$ cat config.mk
export PLATFORM = sky130hd
export DESIGN_NAME = grant_priority_arbiter
export DESIGN_NICKNAME = d
export VERILOG_FILES = /design/src/rtl/grant_priority_arbiter.sv
export SDC_FILE = /design/constraint.sdc
export NUM_CORES = 1
export LEC_CHECK = 0
export ABC_AREA = 1
export CAP_MARGIN = 20
export CORE_MARGIN = 5
export CORE_UTILIZATION = 40
export DETAILED_ROUTE_END_ITERATION = 6
export HOLD_SLACK_MARGIN = 0.05
export PLACE_DENSITY = 0.57
export REMOVE_ABC_BUFFERS = 1
export SLEW_MARGIN = 20
export SYNTH_ARGS = -nofsm -noshare
export SYNTH_HDL_FRONTEND = slang
export SYNTH_SLANG_ARGS = --single-unit
$ cat constraint.sdc
create_clock -name i_clk -period 2.61 [get_ports i_clk]
set_input_delay 0.261 -clock i_clk [delete_from_list [all_inputs] [get_ports i_clk]]
set_output_delay 0.261 -clock i_clk [all_outputs]
set_load 0.01 [all_outputs]
$ cat src/rtl/grant_priority_arbiter.sv
// grant_priority_arbiter: 8-way stateful arbiter (index 7 highest, optional round robin)
// that holds a registered grant until release, with an optional hold-time limit.
module grant_priority_arbiter #(
  parameter int MAX_HOLD = 16
) (
  input  logic       i_clk,
  input  logic       i_rst_n,
  input  logic       i_en,
  input  logic       i_rr_mode,
  input  logic [7:0] i_req,
  output logic [7:0] o_gnt,
  output logic [2:0] o_gnt_id,
  output logic       o_gnt_valid,
  output logic       o_timeout
);

  localparam int CW = (MAX_HOLD > 0) ? $clog2(MAX_HOLD + 1) : 1;
  localparam logic [CW-1:0] HOLD_LAST = CW'((MAX_HOLD > 0) ? MAX_HOLD - 1 : 0);

  typedef enum logic [1:0] {
    S_IDLE    = 2'd0,
    S_GRANT   = 2'd1,
    S_RECOVER = 2'd2
  } state_t;

  state_t          r_state, w_state_nxt;
  logic [7:0]      r_gnt, w_gnt_nxt;
  logic [2:0]      r_gnt_id, w_gnt_id_nxt;
  logic            r_gnt_valid, w_gnt_valid_nxt;
  logic            r_timeout, w_timeout_nxt;
  logic [2:0]      r_last_id, w_last_id_nxt;
  logic [CW-1:0]   r_cnt, w_cnt_nxt;
  logic [7:0]      r_mask, w_mask_nxt, w_mask_set;
  logic [7:0]      w_elig;
  logic [2:0]      w_fix_id, w_rr_id, w_win_id;

  assign w_elig = i_req & ~r_mask;

  // Winner candidates: fixed picks the highest eligible index; round robin walks
  // down from last_id-1 and wraps, so the previous owner is checked last.
  always_comb begin
    logic [2:0] idx;
    w_fix_id = 3'd0;
    w_rr_id  = 3'd0;
    idx      = 3'd0;
    for (int i = 0; i < 8; i++) begin
      w_fix_id = w_elig[i] ? 3'(i) : w_fix_id;
    end
    for (int off = 8; off >= 1; off--) begin
      idx     = r_last_id - 3'(off);
      w_rr_id = w_elig[idx] ? idx : w_rr_id;
    end
    w_win_id = i_rr_mode ? w_rr_id : w_fix_id;
  end

  // Next-state and next-output logic for the IDLE/GRANT/RECOVER controller.
  always_comb begin
    w_state_nxt     = r_state;
    w_gnt_nxt       = r_gnt;
    w_gnt_id_nxt    = r_gnt_id;
    w_gnt_valid_nxt = r_gnt_valid;
    w_timeout_nxt   = 1'b0;
    w_last_id_nxt   = r_last_id;
    w_cnt_nxt       = r_cnt;
    w_mask_set      = 8'h00;
    case (r_state)
      S_IDLE: begin
        if (i_en && (w_elig != 8'h00)) begin
          w_gnt_nxt       = 8'h01 << w_win_id;
          w_gnt_id_nxt    = w_win_id;
          w_gnt_valid_nxt = 1'b1;
          w_last_id_nxt   = w_win_id;
          w_cnt_nxt       = '0;
          w_state_nxt     = S_GRANT;
        end else begin
          w_state_nxt = S_IDLE;
        end
      end
      S_GRANT: begin
        w_cnt_nxt = r_cnt + CW'(1);
        // Release is checked first so an owner leaving on its last cycle is not penalised.
        if (!i_req[r_gnt_id] || !i_en) begin
          w_gnt_nxt       = 8'h00;
          w_gnt_valid_nxt = 1'b0;
          w_state_nxt     = S_IDLE;
        end else if ((MAX_HOLD != 0) && (r_cnt == HOLD_LAST)) begin
          w_gnt_nxt       = 8'h00;
          w_gnt_valid_nxt = 1'b0;
          w_timeout_nxt   = 1'b1;
          w_mask_set      = 8'h01 << r_gnt_id;
          w_state_nxt     = S_RECOVER;
        end else begin
          w_state_nxt = S_GRANT;
        end
      end
      S_RECOVER: begin
        w_state_nxt = S_IDLE;
      end
      default: begin
        w_gnt_nxt       = 8'h00;
        w_gnt_valid_nxt = 1'b0;
        w_state_nxt     = S_IDLE;
      end
    endcase
    w_mask_nxt = (r_mask | w_mask_set) & i_req;
  end

  // State and output registers.
  always_ff @(posedge i_clk or negedge i_rst_n) begin
    if (!i_rst_n) begin
      r_state     <= S_IDLE;
      r_gnt       <= 8'h00;
      r_gnt_id    <= 3'd0;
      r_gnt_valid <= 1'b0;
      r_timeout   <= 1'b0;
      r_last_id   <= 3'd0;
      r_cnt       <= '0;
      r_mask      <= 8'h00;
    end else begin
      r_state     <= w_state_nxt;
      r_gnt       <= w_gnt_nxt;
      r_gnt_id    <= w_gnt_id_nxt;
      r_gnt_valid <= w_gnt_valid_nxt;
      r_timeout   <= w_timeout_nxt;
      r_last_id   <= w_last_id_nxt;
      r_cnt       <= w_cnt_nxt;
      r_mask      <= w_mask_nxt;
    end
  end

  assign o_gnt       = r_gnt;
  assign o_gnt_id    = r_gnt_id;
  assign o_gnt_valid = r_gnt_valid;
  assign o_timeout   = r_timeout;

endmodule

# [After elaboration in Yosys (flattened, before gate mapping)]
# Index checks and enable logic that the tools add are counted.
[classes] add_sub_neg=8 magnitude_cmp=8 n_eq_ne=5 n_shift=2 n_mux=54 bitwise=5 n_reduce_logical=10
[op_table] op="$mux 8" n=6
[op_table] op="$mux 3" n=13
[op_table] op="$lt 3x4->1 const B" n=8
[op_table] op="$bmux 1 s3" n=9
[op_table] op="$pmux 8 s3" n=1
[op_table] op="$mux 1" n=17
[op_table] op="$and 8x8->8" n=2
[op_table] op="$shl 1x3->8 const A" n=2
[op_table] op="$sub 3x3->3 const B" n=4
[op_table] op="$pmux 5 s2" n=1
[op_table] op="$mux 2" n=4
[op_table] op="$not 8->8" n=1
[op_table] op="$or 8x8->8" n=1
[op_table] op="$reduce_bool 8->1" n=1
[op_table] op="$sub 3x2->3 const B" n=2
[op_table] op="$add 5x1->5 const B" n=1
[op_table] op="$eq 5x4->1 const B" n=1
[op_table] op="$mux 5" n=1
[op_table] op="$pmux 2 s2" n=1
[op_table] op="$reduce_and 2->1" n=2
[op_table] op="$ne 3x3->1 const B" n=1
[op_table] op="$pmux 1 s3" n=1
[op_table] op="$reduce_and 3->1" n=1
[op_table] op="$sub 3x1->3 const B" n=1
[op_table] op="9 further kinds" n=10
[word_totals] regBits=28 output_inout_bits=13 elab_cells=99

# [Depth between registers and ports, before layout]
[depth] ltp_word=16 mapped_depth=21 ltp_nobuf=19

# [Least setup slack after synthesis]
# No wires, ideal clock.
[synth_timing] path_type="register -> register" start="reg r_last_id[0]" end="reg r_gnt[1] (netlist: o_gnt[1])" setup_ps=118 t_arrival_ps=2233 required_time_ps=2492 slack_ps=260 path_stages_with_launch=22 n_path_buf=2 synth_period_minus_slack_ps=2350 cell_sequence="dfrtp_1 buf_6 inv_4 buf_8 ha_1 inv_2 nand3_1 nand3b_2 nand2_2 clkinv_1 nand2_1 nand2_1 nand2_1 nand2_1 nand2_1 nand2_1 nand2_1 nand3_2 nand2_4 inv_1 nand3_1 nand2_1"
[synth_via] elab_chain_cells=14
[synth_lines] element="from (decl)" line_no="31" source="logic [2:0] r_last_id, w_last_id_nxt;"
[synth_lines] element="from (signal assigned)" line_no="125" source="r_last_id <= w_last_id_nxt;"
[synth_lines] element="$sub 3x3->3 / $bmux 1 s3 (equally long branches)" line_no="50, 51"
[synth_lines] element="$bmux 1 s3 / $mux 1 (equally long branches)" line_no="51" source="w_rr_id = w_elig[idx] ? idx : w_rr_id;"
[synth_lines] element="$mux 1 (not written as such) / $mux 3 (equally long branches)" line_no="51"
[synth_lines] element="$mux 3 (7 in series)" line_no="51"
[synth_lines] element="$mux 3" line_no="53" source="w_win_id = i_rr_mode ? w_rr_id : w_fix_id;"
[synth_lines] element="$shl 1x3->8" line_no="69" source="w_gnt_nxt = 8'h01 << w_win_id;"
[synth_lines] element="$mux 8" line_no="68" source="if (i_en && (w_elig != 8'h00)) begin"
[synth_lines] element="$pmux 8 s3" line_no="66" source="case (r_state)"
[synth_lines] element="to (signal assigned)" line_no="121" source="r_gnt <= w_gnt_nxt;"
[synth_lines] element="to (decl)" line_no="27" source="logic [7:0] r_gnt, w_gnt_nxt;"
# Several ways; a longest one is shown, not always the timed one. The select of a mux whose other input is x is not followed.
# A chain may end at the register's enable or synchronous reset.

# [Worst setup path in the final report]
[layout_timing] start="reg r_last_id[0]" end="reg r_gnt[5] (netlist: o_gnt[5])"
# The elaborated chain is that of the path after synthesis.

==> flow_summary.ini <==
[min_path]
hold_path.class = input port to asynchronous set/reset pin

[synth]
yosysTopAreaCell = dfrtp_1
syn-instance-count = 301
netlist_top_cells_area = dfrtp_1 32%, nand2_1 15%, nand3_1 9.4%
synth_cell_types = 36
synth_warnings = 0
synth_seq_area_share_pct = 32.2
synth_top_area_share_pct = 32.2
synth-seq-cells = 28
syn_area_mm2 = 0.00218
syn_area_per_cell_um2 = 7.23

[floorplan]
start_util_pct = 41.8
num_rows = 26
die_area_mm2 = 0.00701
die_w_um = 83.8
die_h_um = 83.8
core_mm2 = 0.00520
ios = 25

[critical_path]
crit_family = simple AND/OR/NAND/NOR gates
worstPathBufferInverterCount = 2
critPathArrivalTime_ps = 2490
slowest_stage = dfrtp_1
cp-start-kind = register
critPathMostFrequentCell = nand2_1
worst-setup-path-type = register to register
worst_setup_path_end_kind = register
crit_chain = ha_1 > ha_1 > nand3b_2 > nand2_2 > clkinv_1 > nand2_1 > nand2_1 > nand2_1 > nand2_1 > nand2_1 > nand2_1 > nand2_1 > nand3_2 > nand2_4 > inv_1 > nand3_1 > nand2_1
slowest_delay_ps = 440
crit_fanout = 7
worstPathRequired_ps = 2790

[layout]
multi_input_area_mm2 = 0.00126
layout_common_cells = 86 x nand2_1, 41 x nand3_1, 37 x inv_1
fillCellCount = 552
fin_util_pct = 49.2
area_growth_pct = 17.6
drive_gt1_share_pct = 13.9
final_nets = 354
seqCellArea_um2 = 701
n_antenna_cell = 0
final_common_cell = nand2_1

[clocking]
cts-root-buf = clkbuf_8
clock_path_buffers = 2
cts_tree = built
post_cts_buffers = 0
clkLatencyLatePin_ps = 280
clk_pin_slew_worst_paths_ps = 90
cts.sinks = 28
numCtsBuffers = 3
htree_levels = 1

[global_route]
grt_pass1_wl_um = 9420
antenna_found_initial = 0
track_usage_pct = 16.2
grt_max_degree = 29
grt_pass1_vias = 1995
overflow = 0

[pwr]
power_frac_comb_pct = 73.8
p_sw_share_pct = 53.3
clkPwrFrac_pct = 7.2
leakagePower_uw = 0.00129
switching_power_uw = 1770
vdd_drop_max_mv = 0.623
p_int_uw = 1550
power_frac_seq_pct = 18.9
power_density_mw_per_mm2 = 1300

[placed_design]
place_congestion = 0.979
port_buffers = 24
dpl.hpwl_um = 4410

[sta]
slew_violations = 0
fin_setup_tns_ps = 0
fin_crit_sh_pct = 88.6
skew_ps = 5.07
setup_viol = 0
relSlewSlack_pct = 70.8
rsz0062_at_grt = no
fmax_ghz = 0.432
finalHoldViolCount = 0
period_needed_ps = 2310
worst_pin_slew_ps = 435

[route]
drc_errors = 0
via_per_inst = 5.05
drt_iter0_markers = 175
wl_per_cell_um = 13.6
ant_nets = 0
routed_wl_um = 5460
first_pass_iters = 4
vias = 2026

[outcome]
status = complete, no violations

[run]
maxCapViolCount = 0
-- metrics by stage --
step | hold slack (ps) | worst slack, ps | cells | total power, uW | instance area (um^2)
floorplan | -34.6 | 120 | 296 | 2360 | 2120
global placement | 464 | 242 | 398 | 3040 | 2510
detailed placement | 463 | 250 | 398 | 3040 | 2510
CTS | 371 | 237 | 401 | 3290 | 2550
global route | 405 | 45.7 | 401 | 3660 | 2560
finish | 359 | 297 | 401 | 3320 | 2560
-- synth_stat cells, drive strengths merged --
cell type,instances
a21boi,3
nor2,12
inv,42
a21oi,20
buf,5
o22ai,1
o211ai,1
nand2,91
clkinv,2
nand3b,4
xnor2,1
dfrtp,28
ha,9
a22o,1
o21ai,13
o2111ai,1
a31oi,1
xor2,1
nor3,4
or2,1
nand3,58
nand4,2
-- state kept, by name (all words and copies together), names as in the netlist --
signal	flops
o_gnt_valid	1
r_last_id	3
o_timeout	1
r_state	2
r_mask	8
r_cnt	5
o_gnt	8
-- final timing paths --
kind	from	end	slack, ps	cells after the start
min in group i_clk	o_gnt_valid	o_gnt_valid	480	2
max reg2reg	r_last_id[0]	o_gnt[5]	300	17
min	i_rst_n	r_cnt[2]	360	2
max in group asynchronous	i_rst_n	o_gnt[6]	1980	2
min reg2reg	o_gnt_valid	o_gnt_valid	480	2
max	r_last_id[0]	o_gnt[5]	300	17
-- final cells by class --
class	count	area share, %
inverters	44	6.65
multi-input cells	224	49.2
repair buffers	32	11.7
well taps	70	3.42
clock buffers	3	1.61
flip-flops and latches	28	27.4
-- routing by layer --
metal | vias to the layer above | share of wire [%] | GRT usage (%)
met5 | - | 0 | 0
met4 | 0 | 1.9 | 4.82
met3 | 9 | 4.1 | 2.47
met2 | 42 | 46 | 27.3
met1 | 931 | 48 | 21.3
li1 | 1044 | - | -
-- repair_timing --
action,in CTS,in global routing
setup endpoints to repair,0,6
hold buffers,0,0
resized for setup,0,3
-- cell families after synthesis --
logic type | count (synthesis) | share of synthesized area [%]
xor+xnor | 2 | 0.805
buf+inv | 49 | 10.4
flops | 28 | 32.2
fa+ha+maj | 9 | 5.18
simple gates | 172 | 40.5
compound gates | 41 | 10.9
-- power groups by stage --
stage | sequential [uW] | clock, uW | combinational, uW
6_report | 627 | 240 | 2450
5_1_grt | 642 | 269 | 2750
4_1_cts | 626 | 250 | 2420
3_5_place_dp | 633 | 0 | 2410
3_3_place_gp | 634 | 0 | 2410
2_1_floorplan | 700 | 0 | 1660
No activity file was read; power rests on OpenSTA's default activity.
